<file path="config.mk">
export PLATFORM = sky130hd
export DESIGN_NAME = ccff_loader
export DESIGN_NICKNAME = d
export VERILOG_FILES = /design/src/rtl/ccff_loader.sv
export SDC_FILE = /design/constraint.sdc
export NUM_CORES = 1
export LEC_CHECK = 0
export CORE_MARGIN = 3
export CORE_UTILIZATION = 45
export CTS_BUF_LIST = sky130_fd_sc_hd__clkbuf_4 sky130_fd_sc_hd__clkbuf_8 sky130_fd_sc_hd__clkbuf_16
export CTS_CLUSTER_DIAMETER = 30
export DETAILED_ROUTE_END_ITERATION = 10
export GPL_ROUTABILITY_DRIVEN = 0
export PLACE_DENSITY = 0.72
export SYNTH_ARGS = -nofsm -noshare
export SYNTH_HDL_FRONTEND = slang
export SYNTH_SLANG_ARGS = --single-unit
</file>
<file path="constraint.sdc">
create_clock -name prog_clk -period 2.8 [get_ports prog_clk]
set_clock_uncertainty 0.2 [all_clocks]
set_input_delay 0.7 -clock prog_clk [delete_from_list [all_inputs] [get_ports prog_clk]]
set_output_delay 0.7 -clock prog_clk [all_outputs]
set_load 0.005 [all_outputs]
</file>
<file path="src/rtl/ccff_loader.sv">
// ccff_loader: serial loader for the logic-tile configuration flip-flop chain.
// Host words arrive on a valid/ready stream and are shifted MSB-first onto
// ccff_head with one ccff_clk_en pulse per bit. Each pass moves exactly
// CHAIN_LEN bits. An optional second pass re-streams the same bits and
// compares ccff_tail against ccff_head to read the chain back.
module ccff_loader #(
  parameter int CHAIN_LEN = 160,
  parameter int WORD_W    = 8,
  parameter int ERRCNT_W  = 8
) (
  input  logic                prog_clk,
  input  logic                pReset_n,
  input  logic                start,
  input  logic                verify,
  input  logic                abort,
  input  logic [WORD_W-1:0]   cfg_data,
  input  logic                cfg_valid,
  output logic                cfg_ready,
  output logic                ccff_head,
  output logic                ccff_clk_en,
  input  logic                ccff_tail,
  output logic                busy,
  output logic                done,
  output logic                error,
  output logic [ERRCNT_W-1:0] err_cnt
);

  localparam int CNT_W = $clog2(CHAIN_LEN + 1);
  localparam int WBL_W = $clog2(WORD_W + 1);
  localparam logic [CNT_W-1:0] LEN_C  = CNT_W'(CHAIN_LEN);
  localparam logic [WBL_W-1:0] WORD_C = WBL_W'(WORD_W);

  typedef enum logic [1:0] {
    S_IDLE   = 2'd0,
    S_LOAD   = 2'd1,
    S_VERIFY = 2'd2,
    S_DONE   = 2'd3
  } state_t;

  // Saturating increment for the mismatch counter.
  function automatic logic [ERRCNT_W-1:0] sat_inc(input logic [ERRCNT_W-1:0] v);
    if (&v) return v;
    return v + 1'b1;
  endfunction

  // Bits taken from a word: a full word, or only what is left of the pass.
  function automatic logic [WBL_W-1:0] word_bits(input logic [CNT_W-1:0] rem);
    if (32'(rem) >= 32'(WORD_W)) return WORD_C;
    return WBL_W'(rem);
  endfunction

  state_t                state, state_nx;
  logic                  vfy_lat, vfy_lat_nx;
  logic [CNT_W-1:0]      bit_cnt, bit_cnt_nx;   // bits issued in this pass
  logic [WBL_W-1:0]      wbl, wbl_nx;           // bits of the word still to shift
  logic [WORD_W-1:0]     shreg, shreg_nx;
  logic                  head_nx, clk_en_nx, ready_nx, busy_nx, done_nx;
  logic                  error_nx;
  logic [ERRCNT_W-1:0]   err_cnt_nx;

  // bit_cnt reaching CHAIN_LEN means the current cycle carries the last bit
  // of the pass; the next word (verify pass) then counts from zero again.
  logic                  pass_end;
  logic [CNT_W-1:0]      cnt_base;
  logic                  take;

  assign pass_end = (bit_cnt == LEN_C);
  assign cnt_base = pass_end ? '0 : bit_cnt;
  assign take     = cfg_valid && cfg_ready;

  // Next-state, shift scheduling and registered-output values.
  always_comb begin
    state_nx   = state;
    vfy_lat_nx = vfy_lat;
    bit_cnt_nx = bit_cnt;
    wbl_nx     = wbl;
    shreg_nx   = shreg;
    head_nx    = ccff_head;
    clk_en_nx  = 1'b0;
    error_nx   = error;
    err_cnt_nx = err_cnt;

    // Readback compare: tail carries the bit shifted CHAIN_LEN shifts ago.
    if (state == S_VERIFY && ccff_clk_en && (ccff_tail != ccff_head)) begin
      error_nx   = 1'b1;
      err_cnt_nx = sat_inc(err_cnt);
    end

    if (abort) begin
      state_nx = S_IDLE;
      wbl_nx   = '0;
    end else begin
      case (state)
        S_IDLE, S_DONE: begin
          if (start) begin
            state_nx   = S_LOAD;
            vfy_lat_nx = verify;
            bit_cnt_nx = '0;
            wbl_nx     = '0;
            error_nx   = 1'b0;
            err_cnt_nx = '0;
          end
        end
        S_LOAD, S_VERIFY: begin
          if (pass_end) begin
            state_nx = (state == S_LOAD && vfy_lat) ? S_VERIFY : S_DONE;
          end
          bit_cnt_nx = cnt_base;
          if (take) begin
            head_nx    = cfg_data[WORD_W-1];
            shreg_nx   = cfg_data << 1;
            wbl_nx     = word_bits(LEN_C - cnt_base) - 1'b1;
            bit_cnt_nx = cnt_base + 1'b1;
            clk_en_nx  = 1'b1;
          end else if (wbl != '0) begin
            head_nx    = shreg[WORD_W-1];
            shreg_nx   = shreg << 1;
            wbl_nx     = wbl - 1'b1;
            bit_cnt_nx = bit_cnt + 1'b1;
            clk_en_nx  = 1'b1;
          end
        end
        default: state_nx = S_IDLE;
      endcase
    end

    // Ready in the cycle that shifts a word's last bit, so words stream with
    // no bubble; also across the load/verify boundary.
    ready_nx = ((state_nx == S_LOAD) || (state_nx == S_VERIFY)) &&
               (wbl_nx == '0) &&
               ((bit_cnt_nx != LEN_C) || (state_nx == S_LOAD && vfy_lat_nx));
    busy_nx  = (state_nx == S_LOAD) || (state_nx == S_VERIFY);
    done_nx  = (state_nx == S_DONE);
  end

  // State register.
  always_ff @(posedge prog_clk or negedge pReset_n) begin
    if (!pReset_n) state <= S_IDLE;
    else           state <= state_nx;
  end

  // Control counters and registered outputs.
  always_ff @(posedge prog_clk or negedge pReset_n) begin
    if (!pReset_n) begin
      vfy_lat     <= 1'b0;
      bit_cnt     <= '0;
      wbl         <= '0;
      ccff_head   <= 1'b0;
      ccff_clk_en <= 1'b0;
      cfg_ready   <= 1'b0;
      busy        <= 1'b0;
      done        <= 1'b0;
      error       <= 1'b0;
      err_cnt     <= '0;
    end else begin
      vfy_lat     <= vfy_lat_nx;
      bit_cnt     <= bit_cnt_nx;
      wbl         <= wbl_nx;
      ccff_head   <= head_nx;
      ccff_clk_en <= clk_en_nx;
      cfg_ready   <= ready_nx;
      busy        <= busy_nx;
      done        <= done_nx;
      error       <= error_nx;
      err_cnt     <= err_cnt_nx;
    end
  end

  // Word shift register; pure data, qualified by wbl so it needs no reset.
  always_ff @(posedge prog_clk) begin
    shreg <= shreg_nx;
  end

endmodule

</file>
# Yosys cells after proc, flatten, opt, wreduce, memory -nomap -nowiden
# Cells that the tools add are included.
totals:
  register_bits: 36
  input_bits: 15
  out_inout_bits: 14
op_classes:
  add_sub_neg: 6
  order_cmp: 1
  n_eq_ne: 9
  muxes: 48
  n_bitwise: 1
  n_reduce_logical: 17
ops:
  columns: ["op", "n"]
  rows:
  - ["8-bit 2-to-1 mux", 13]
  - ["4-bit 2-to-1 mux", 9]
  - ["8-bit by 1-bit adder with 8-bit output (second input constant)", 3]
  - ["1-bit 2-to-1 mux", 20]
  - ["8-bit one-hot mux with 2 select lines", 1]
  - ["2-bit equality test (second input constant)", 4]
  - ["8-bit equality test (second input constant)", 1]
  - ["8-bit by 4-bit greater-or-equal comparator with 1-bit output (second input constant)", 1]
  - ["8-bit inequality test (second input constant)", 1]
  - ["4-bit one-hot mux with 2 select lines", 1]
  - ["8-bit AND reduction", 1]
  - ["4-bit by 1-bit subtractor with 4-bit output (second input constant)", 2]
  - ["8-bit subtractor (first input constant)", 1]
  - ["1-bit logical AND", 7]
  - ["2-bit 2-to-1 mux", 3]
  - ["2-bit by 1-bit equality test with 1-bit output (second input constant)", 2]
  - ["4-bit zero test", 1]
  - ["2-bit one-hot mux with 2 select lines", 1]
  - ["4-bit nonzero test", 1]
  - ["2-bit OR reduction", 2]
  - ["3-bit AND reduction", 1]
  - ["2-bit zero test", 1]
  - ["1-bit logical OR", 2]
  - ["2-bit nonzero test", 1]
  - ["other kinds (2)", 2]

# Logic depth before layout (Yosys ltp)
# Gate-level depths: netlist of the first run.
logic_depth:
  ltp_word: 19
  depth_mapped: 14

# Worst setup path after synthesis of the first run
# OpenSTA, ideal clock, no wires.
synth_path:
  path_kind: "flip-flop to flip-flop"
  start: "reg bit_cnt[0]"
  end: "reg cfg_ready"
  setup_time_ps: 82
  arrival_ps: 2763
  t_required_ps: 2518
  setup_slack_ps: -245
  path_stages_with_launch: 15
  synth_period_minus_slack_ps: 3045
  cell_sequence: "dfrtp_1 > buf_6 > inv_1 > ha_1 > nand2_1 > or3b_1 > buf_6 > a21oi_1 > a211oi_1 > a311oi_1 > ha_1 > inv_1 > o21ai_0 > or4_1 > a31oi_1"
synth_via:
  word_cells_on_any_way: 35
  cone_classes: "add/sub (4); order compare (1); eq/ne (4); mux (20); reduce/logical (6)"
synth_lines:
  columns: ["element", "line_no", "source"]
  rows:
  - ["start, declared", "54", "logic [CNT_W-1:0] bit_cnt, bit_cnt_nx;"]
  - ["start signal, assigned", "157", "bit_cnt <= bit_cnt_nx;"]
  - ["8-bit equality test (*)", "67", "assign pass_end = (bit_cnt == LEN_C);"]
  - ["2-bit 2-to-1 mux (*)", "105", "if (pass_end) begin"]
  - ["2-bit one-hot mux with 2 select lines (*)", "93", "case (state)"]
  - ["2-bit 2-to-1 mux (*)", "89", "if (abort) begin"]
  - ["via state_nx[0]", "52", "state_t state, state_nx;"]
  - ["2-bit by 1-bit equality test with 1-bit output or 2-bit equality test (tied branches)", null, null]
  - ["1-bit logical OR (*)", null, null]
  - ["via busy_nx", "57", "logic head_nx, clk_en_nx, ready_nx, busy_nx, done_nx;"]
  - ["1-bit logical AND (*)", "129", "ready_nx = ((state_nx == S_LOAD) || (state_nx == S_VERIFY)) &&"]
  - ["1-bit logical AND (*)", "130", "(wbl_nx == '0) &&"]
  - ["via ready_nx", "57", null]
  - ["end signal, assigned", "161", "cfg_ready <= ready_nx;"]
  - ["end, declared", "18", "output logic cfg_ready,"]
# The timed path passes the listed nets; every way through them passes the cells marked *. The select of a mux whose other input is x is not followed.
# A chain may end at the register's enable or synchronous reset.

# Final worst setup path of the first run
layout_path:
  start: "reg bit_cnt[1]"
  end: "reg cfg_ready"
layout_via:
  elab_chain_cells: 19
  word_cells_on_any_way: 35
  cone_classes: "add/sub (4); order compare (1); eq/ne (4); mux (20); reduce/logical (6)"
layout_lines:
  columns: ["element", "line_no", "source"]
  rows:
  - ["8-bit equality test", "67", null]
  - ["8-bit 2-to-1 mux (*)", "68", "assign cnt_base = pass_end ? '0 : bit_cnt;"]
  - ["8-bit subtractor (*)", "112", "wbl_nx = word_bits(LEN_C - cnt_base) - 1'b1;"]
  - ["8-bit by 4-bit greater-or-equal comparator with 1-bit output", "48", "if (32'(rem) >= 32'(WORD_W)) return WORD_C;"]
  - ["1-bit 2-to-1 mux", "48", null]
  - ["1-bit 2-to-1 mux", "109", "if (take) begin"]
  - ["1-bit 2-to-1 mux", "93", null]
  - ["1-bit 2-to-1 mux", "89", null]
  - ["[5 not listed]", null, null]
  - ["4-bit 2-to-1 mux (*)", "109", null]
  - ["4-bit one-hot mux with 2 select lines (*)", "93", null]
  - ["4-bit 2-to-1 mux (*)", "89", null]
  - ["via wbl_nx[2]", "55", "logic [WBL_W-1:0] wbl, wbl_nx;"]
  - ["4-bit zero test (*)", "130", null]
  - ["1-bit logical AND (*)", "129", null]
  - ["1-bit logical AND (*)", "130", null]
  - ["via ready_nx", "57", null]
# Marks and branches as above.

==> run metrics, run 1 <==
run status finished with violations; violated checks setup timing; largest net degree at the start of global routing 30; Cell variety after synth 52; post-route ant nets 0; Final Non-Filler Cells 366; syn_nets ~260; root buf cell clkbuf_8; vias in the first global route 1846; crit share post-route 108%; Post-Place Cells around 360; DR WL/cell roughly 14 um; fillers 402; row count 25; first-pass GRT wire length around 8700 um; CP Max Fanout 3; minimum clock period ~3000 ps; top cells by area, synth dfrtp_1, edfxtp_1, ha_1; Post-DP Area about 2800 um^2; CP cell instances inv_1 -> ha_2 -> a211o_1 -> a32oi_2 -> and2_4 -> nand3_1 -> ha_2 -> xnor2_1 -> o31ai_1 -> mux2i_1 -> or4_1 -> a31oi_1; total die area 5890 um^2; hold_buf cts 0; Antenna Cells 0; multi-input logic area ~1200 um^2; Worst Slack Setup Final -224 ps; clk slew on worst S/H paths about 80 ps; EDFF count, synth 7; Max Root-Sink Buffers 2; Yosys reg bits 36; most frequent CP cell ha_2; io pins 29; Final Util a little over three fifths; Port Buffer Count 28; Syn-to-layout area delta 32.6%; CTS tree yes; P_leak 1.30 nW; register area around 940 um^2; Max Cap Viol 0; 1st-iter DRT viols between 90 and 100; Clock Latency Late Sink 290 ps; Die Width around 77 um; Hold Violations, Final 0; Syn Std Cell Area 2250 um^2; Synth async-reset ratio ~81%; Post-route DRC 0; total number of vias 1952; max incr delay on CP approximately 560 ps; yosys warns 0; total congestion overflow 0; max-slew violations 0; crit path kind reg2reg; Cells after Synth approximately 230; Most used DFF post-synth dfrtp_1; Slew @ Worst Pin between 300 and 400 ps; Die H between 70 and 80 um; CP Launch Type flop; starting density of the core approximately 47%; worst path required time ~2800 ps; top-count cell post-synth dfrtp_1; Max stage delay cell, worst path or4_1; DPL Wire Length 3960 um; Fmax achieved between 300 and 400 MHz; final WL 5160 um; critical path endpoint category flop; share of cells above drive strength 1 25.4%; core area 4790 um^2; Data arrival, critical path about 3000 ps; Post-Layout Inst Area between 2000 and 3000 um^2; Pre-Repair DR Iteration Count 4; Avg Vias per Cell ~5.3; Post-layout nets roughly 320; Seq/Total Area, Yosys between 40 and 50%; PwrDens 503 nW/um^2; Rel. slew slack between 70 and 80%; cts bufs inserted 5; endpoints failing setup 1; Mapped Avg Cell Area about 9.7 um^2; CTS HTree Levels 2; min-delay worst type reg2reg; Worst VDD drop 0.233 mV; Commonest cells post-synth dfrtp_1, nand2_1, nor2_1; gr usage total 18.4%; area share of the largest cell type after synthesis about a third; unrepaired setup endpoints after global routing yes; antenna violations before repair 0; TritonCTS Sinks 36; Synth area leader dfrtp_1
[placed cells by master (no fill, tap or decap), types with 2 or more instances in the layout]
| master | netlist | routed |
|---|---|---|
| xor2_1 | 5 | 5 |
| mux2i_1 | 9 | 9 |
| o211ai_1 | 2 | 2 |
| edfxtp_1 | 7 | 7 |
| o21ai_0 | 9 | 9 |
| a22o_1 | 2 | 2 |
| a31oi_1 | 2 | 2 |
| o31ai_1 | 3 | 3 |
| xnor2_1 | 4 | 4 |
| nor2_1 | 19 | 19 |
| clkbuf_8 | 0 | 5 |
| buf_4 | 2 | 42 |
| clkdlybuf4s50_1 | 0 | 28 |
| a21oi_2 | 1 | 2 |
| o22ai_1 | 3 | 3 |
| ha_2 | 0 | 2 |
| ha_1 | 11 | 8 |
| nand4_1 | 3 | 3 |
| and3_1 | 2 | 2 |
| nand2_1 | 19 | 19 |
| a211oi_1 | 2 | 2 |
| nand3_1 | 17 | 17 |
| a21oi_1 | 10 | 9 |
| nor3_1 | 9 | 9 |
| inv_1 | 16 | 15 |
| mux2_2 | 7 | 7 |
| or3b_1 | 3 | 2 |
| nand3b_1 | 2 | 2 |
| dfrtp_1 | 29 | 28 |
[cell type report]
class / count / share of cell area, %
repair buffers: 71 / 20.3
flip-flops and latches: 36 / 31.4
clock buffers: 5 / 2.30
well taps: 67 / 2.81
multi-input cells: 168 / 39.8
clock inverters: 3 / 1.42
inverters: 16 / 2.01
[registers in the layout, indices dropped and copies added, names as in the netlist]
register and flops:
bit_cnt 8, err_cnt 8, shreg 7, wbl 4, state 2, busy 1, ccff_clk_en 1, ccff_head 1
cfg_ready 1, done 1, error 1, vfy_lat 1
[kinds of logic after synthesis]
| kind of cell | synth area share, % |
|---|---|
| AND/OR/NAND/NOR | 20.2 |
| AO/OA/AOI/OAI | 13.8 |
| flip-flops | 41.5 |
| buffers and inverters | 7.33 |
| multiplexers | 7.50 |
| adder cells (fa/ha/maj) | 6.11 |
| XOR/XNOR | 3.50 |
[through the flow]
stage | total power [mW] | hold slack, ps | setup TNS, ps | setup slack (ps)
2_1_floorplan | 0.867 | 204 | -137 | -137
3_3_place_gp | 1.03 | 301 | -335 | -335
3_5_place_dp | 1.04 | 306 | -354 | -354
4_1_cts | 1.50 | 317 | -186 | -186
5_1_grt | 1.57 | 358 | -368 | -368
6_report | 1.50 | 314 | -224 | -224
[power breakdown]
part           internal [mW]  switching, mW  leakage (nW)
registers              0.572         0.0327         0.456
logic                  0.227          0.210         0.785
clock network          0.263          0.197        0.0541
total                   1.06          0.439          1.30
[metal layers]
| layer | vias up | track usage (%) | share of wire (%) |
|---|---|---|---|
| li1 | 964 | - | - |
| met2 | 56 | 31.5 | 49 |
| met4 | 0 | 6.16 | 1.4 |
| met3 | 7 | 3.87 | 5.3 |
| met5 | - | 0 | 0 |
| met1 | 925 | 22.9 | 44 |
[path summary, 6_finish.rpt]
kind	start	to	slack [ps]	cells after the start
min reg2reg	error	error	310	2
min	error	error	310	2
min in group asynchronous	pReset_n	err_cnt[6]	600	2
max	bit_cnt[1]	cfg_ready	-220	12
max reg2reg	bit_cnt[1]	cfg_ready	-220	12
max in group asynchronous	pReset_n	bit_cnt[4]	1500	2
[critical path, delay by kind of cell (launching register included)]
kind / cells / cell delay [ps]
adder cells (fa/ha/maj): 2 / 390
flip-flops: 1 / 350
AND/OR/NAND/NOR: 3 / 830
buffers and inverters: 1 / 80
multiplexers: 1 / 130
XOR/XNOR: 1 / 120
AO/OA/AOI/OAI: 4 / 850
[what timing repair did]
item	4_1_cts	5_1_grt
resized for setup	5	0
pin swaps	2	2
setup buffers	2	0
gates cloned	0	0
setup endpoints to repair	1	1
Power figures use the tool's default switching activity.
==> run 2: changes to the inputs <==
GPL_TIMING_DRIVEN = 0   (was not set)
PLACE_DENSITY = not set   (was 0.72)
PLACE_DENSITY_LB_ADDON = 0.3   (was not set)
==> run metrics, run 2 (synthesized netlist as in run 1, its figures left out) <==
post-route ant nets 0 (unchanged); Pre-Repair DR Iteration Count 4 (unchanged); Post-layout nets 310 (was 324); highest metal used met4 (unchanged); starting density of the core 47.1% (unchanged); PwrDens 487 nW/um^2 (was 503 nW/um^2); Worst R2R Setup Slack -410 ps (was -220 ps); Pint 979 uW (was 1.06 mW); total congestion overflow 0 (unchanged); DR WL/cell 14.5 um (was 14.1 um); WL met2 2470 um (was 2530 um); unrepaired setup endpoints after global routing yes (unchanged); final WL 5090 um (was 5160 um); CP Launch Type flop (unchanged); Die H 76.8 um (unchanged); min-delay worst type in2async (was reg2reg); most frequent cells in the layout dfrtp_1, clkdlybuf4s50_1, nand2_1, nor2_1, buf_4 (was buf_4, dfrtp_1, clkdlybuf4s50_1, nand2_1, nor2_1); Post-Place Cells 327 (was 356); max-slew violations 0 (unchanged); Worst Slack Setup Final -411 ps (was -224 ps); run status finished with violations (unchanged); Tot Pwr 1.40 mW (was 1.50 mW); Psw 424 uW (was 439 uW); Rel. slew slack 50.5% (was 74.5%); io pins 29 (unchanged); gr usage total 16.8% (was 18.4%); largest registers bit_cnt (8), err_cnt (8), shreg (7) (unchanged); CTS HTree Levels 2 (unchanged); Avg Vias per Cell 5.45 (was 5.33); violated checks setup timing (unchanged); share of cells above drive strength 1 22.5% (was 25.4%); Post-route DRC 0 (unchanged); Data arrival, critical path 3230 ps (was 3040 ps); CP Max Fanout 7 (was 3); minimum clock period 3210 ps (was 3020 ps); first-pass GRT wire length 8030 um (was 8690 um); CTS tree yes (unchanged); Hold Violations, Final 0 (unchanged); M1 wire length 2250 um (was 2270 um); crit share post-route 115% (was 108%); Max Cap Viol 0 (unchanged); Clock Power Share 26.3% (was 30.6%); setup TNS -411 ps (was -224 ps); sequential share of power 42.9% (was 40.3%); endpoints failing setup 1 (unchanged); clk slew on worst S/H paths 80 ps (about the same); crit path kind reg2reg (unchanged); core area 4790 um^2 (unchanged); worst path required time 2820 ps (about the same); Port Buffer Count 28 (unchanged); Antenna Cells 0 (unchanged); Syn-to-layout area delta 27.9% (was 32.6%); root buf cell clkbuf_8 (unchanged); combinational power share 30.8% (was 29.1%); antenna violations before repair 0 (unchanged); Slew @ Worst Pin 738 ps (was 382 ps); total die area 5890 um^2 (unchanged); Clock Latency Late Sink 290 ps (about the same); row count 25 (unchanged); Max Root-Sink Buffers 2 (unchanged); Die Width 76.8 um (unchanged); hold_buf cts 0 (unchanged); 1st-iter DRT viols 112 (was 92); Worst VDD drop 0.184 mV (was 0.233 mV); cts bufs inserted 5 (unchanged); total number of vias 1920 (was 1952); DPL Wire Length 3580 um (was 3960 um); P_leak 1.22 nW (was 1.30 nW); critical path endpoint category flop (unchanged); largest net degree at the start of global routing 30 (unchanged); Fmax achieved 311 MHz (was 331 MHz); switching share of power 30.2% (was 29.3%); commonest non-fill, non-tap cell in the layout dfrtp_1 (was buf_4); vias in the first global route 1754 (was 1846); metal3 WL 258 um (was 275 um); TritonCTS Sinks 36 (unchanged); Final Non-Filler Cells 352 (was 366)
[run 2: cell types whose count changed in the layout (fill, tap and decap cells not counted), moves of 2 or more]
| cell | previous run | this run |
|---|---|---|
| buf_4 | 42 | 19 |
| buf_6 | 1 | 7 |
| clkbuf_1 | 0 | 2 |
| clkbuf_4 | 0 | 2 |
[run 2: worst paths after layout]
kind / start / endpoint / cells past startpoint
min in group prog_clk: error / error / 2
min: pReset_n / bit_cnt[0] / 1
max reg2reg: bit_cnt[0] / cfg_ready / 13
min reg2reg: error / error / 2
max: bit_cnt[0] / cfg_ready / 13
max in group asynchronous: pReset_n / bit_cnt[1] / 1
[run 2: routing by layer]
layer / track usage, % / up-vias
met3: 3.76 / 10
met1: 21.2 / 918
met5: 0 / -
li1: - / 939
met2: 28.0 / 53
met4: 6.70 / 0
[run 2: repair_timing]
item / 4_1_cts / 5_1_grt
gates resized for setup: 4 / 5
buffers inserted: 1 / 17
endpoints found under the setup margin: 1 / 3
pin swaps: 1 / 6
endpoints found under the hold margin: 0 / 0
[run 2: power by group through the flow]
stage | logic (mW) | registers, mW | clock network, mW
5_1_grt | 0.471 | 0.605 | 0.400
2_1_floorplan | 0.259 | 0.608 | 0
4_1_cts | 0.387 | 0.602 | 0.378
3_3_place_gp | 0.368 | 0.611 | 0
3_5_place_dp | 0.376 | 0.613 | 0
6_report | 0.433 | 0.602 | 0.368
[run 2: through the flow]
step	util, %	area (um^2)	hold slack [ps]	setup slack (ps)
2_1_floorplan	-	2280	204	-137
3_3_place_gp	55.2	2640	305	-605
3_5_place_dp	55.2	2640	316	-604
4_1_cts	57.5	2750	326	-321
5_1_grt	60.2	2880	278	-544
6_report	60.2	2880	240	-411
[run 2: layout make-up]
| class | instances | area [um^2] |
|---|---|---|
| buffer | 11 | 98.8 |
| clock buffer | 7 | 83.8 |
| clock inverter | 1 | 5.00 |
| fill | 425 | 1900 |
| inverter | 16 | 62.6 |
| multi-input combinational | 168 | 1200 |
| sequential | 36 | 937 |
| tap | 67 | 83.8 |
| timing repair buffer | 46 | 410 |
[run 2: critical path, stage by stage (launching register included)]
cell      delay, ps
dfrtp_1         400
buf_6           140
inv_4            60
ha_4            130
nand2_1          70
or3b_4          470
a21oi_2         160
a211oi_2         50
a311oi_2        330
ha_1            300
inv_2            70
o21ai_1          60
or4_1           540
a31oi_1         150
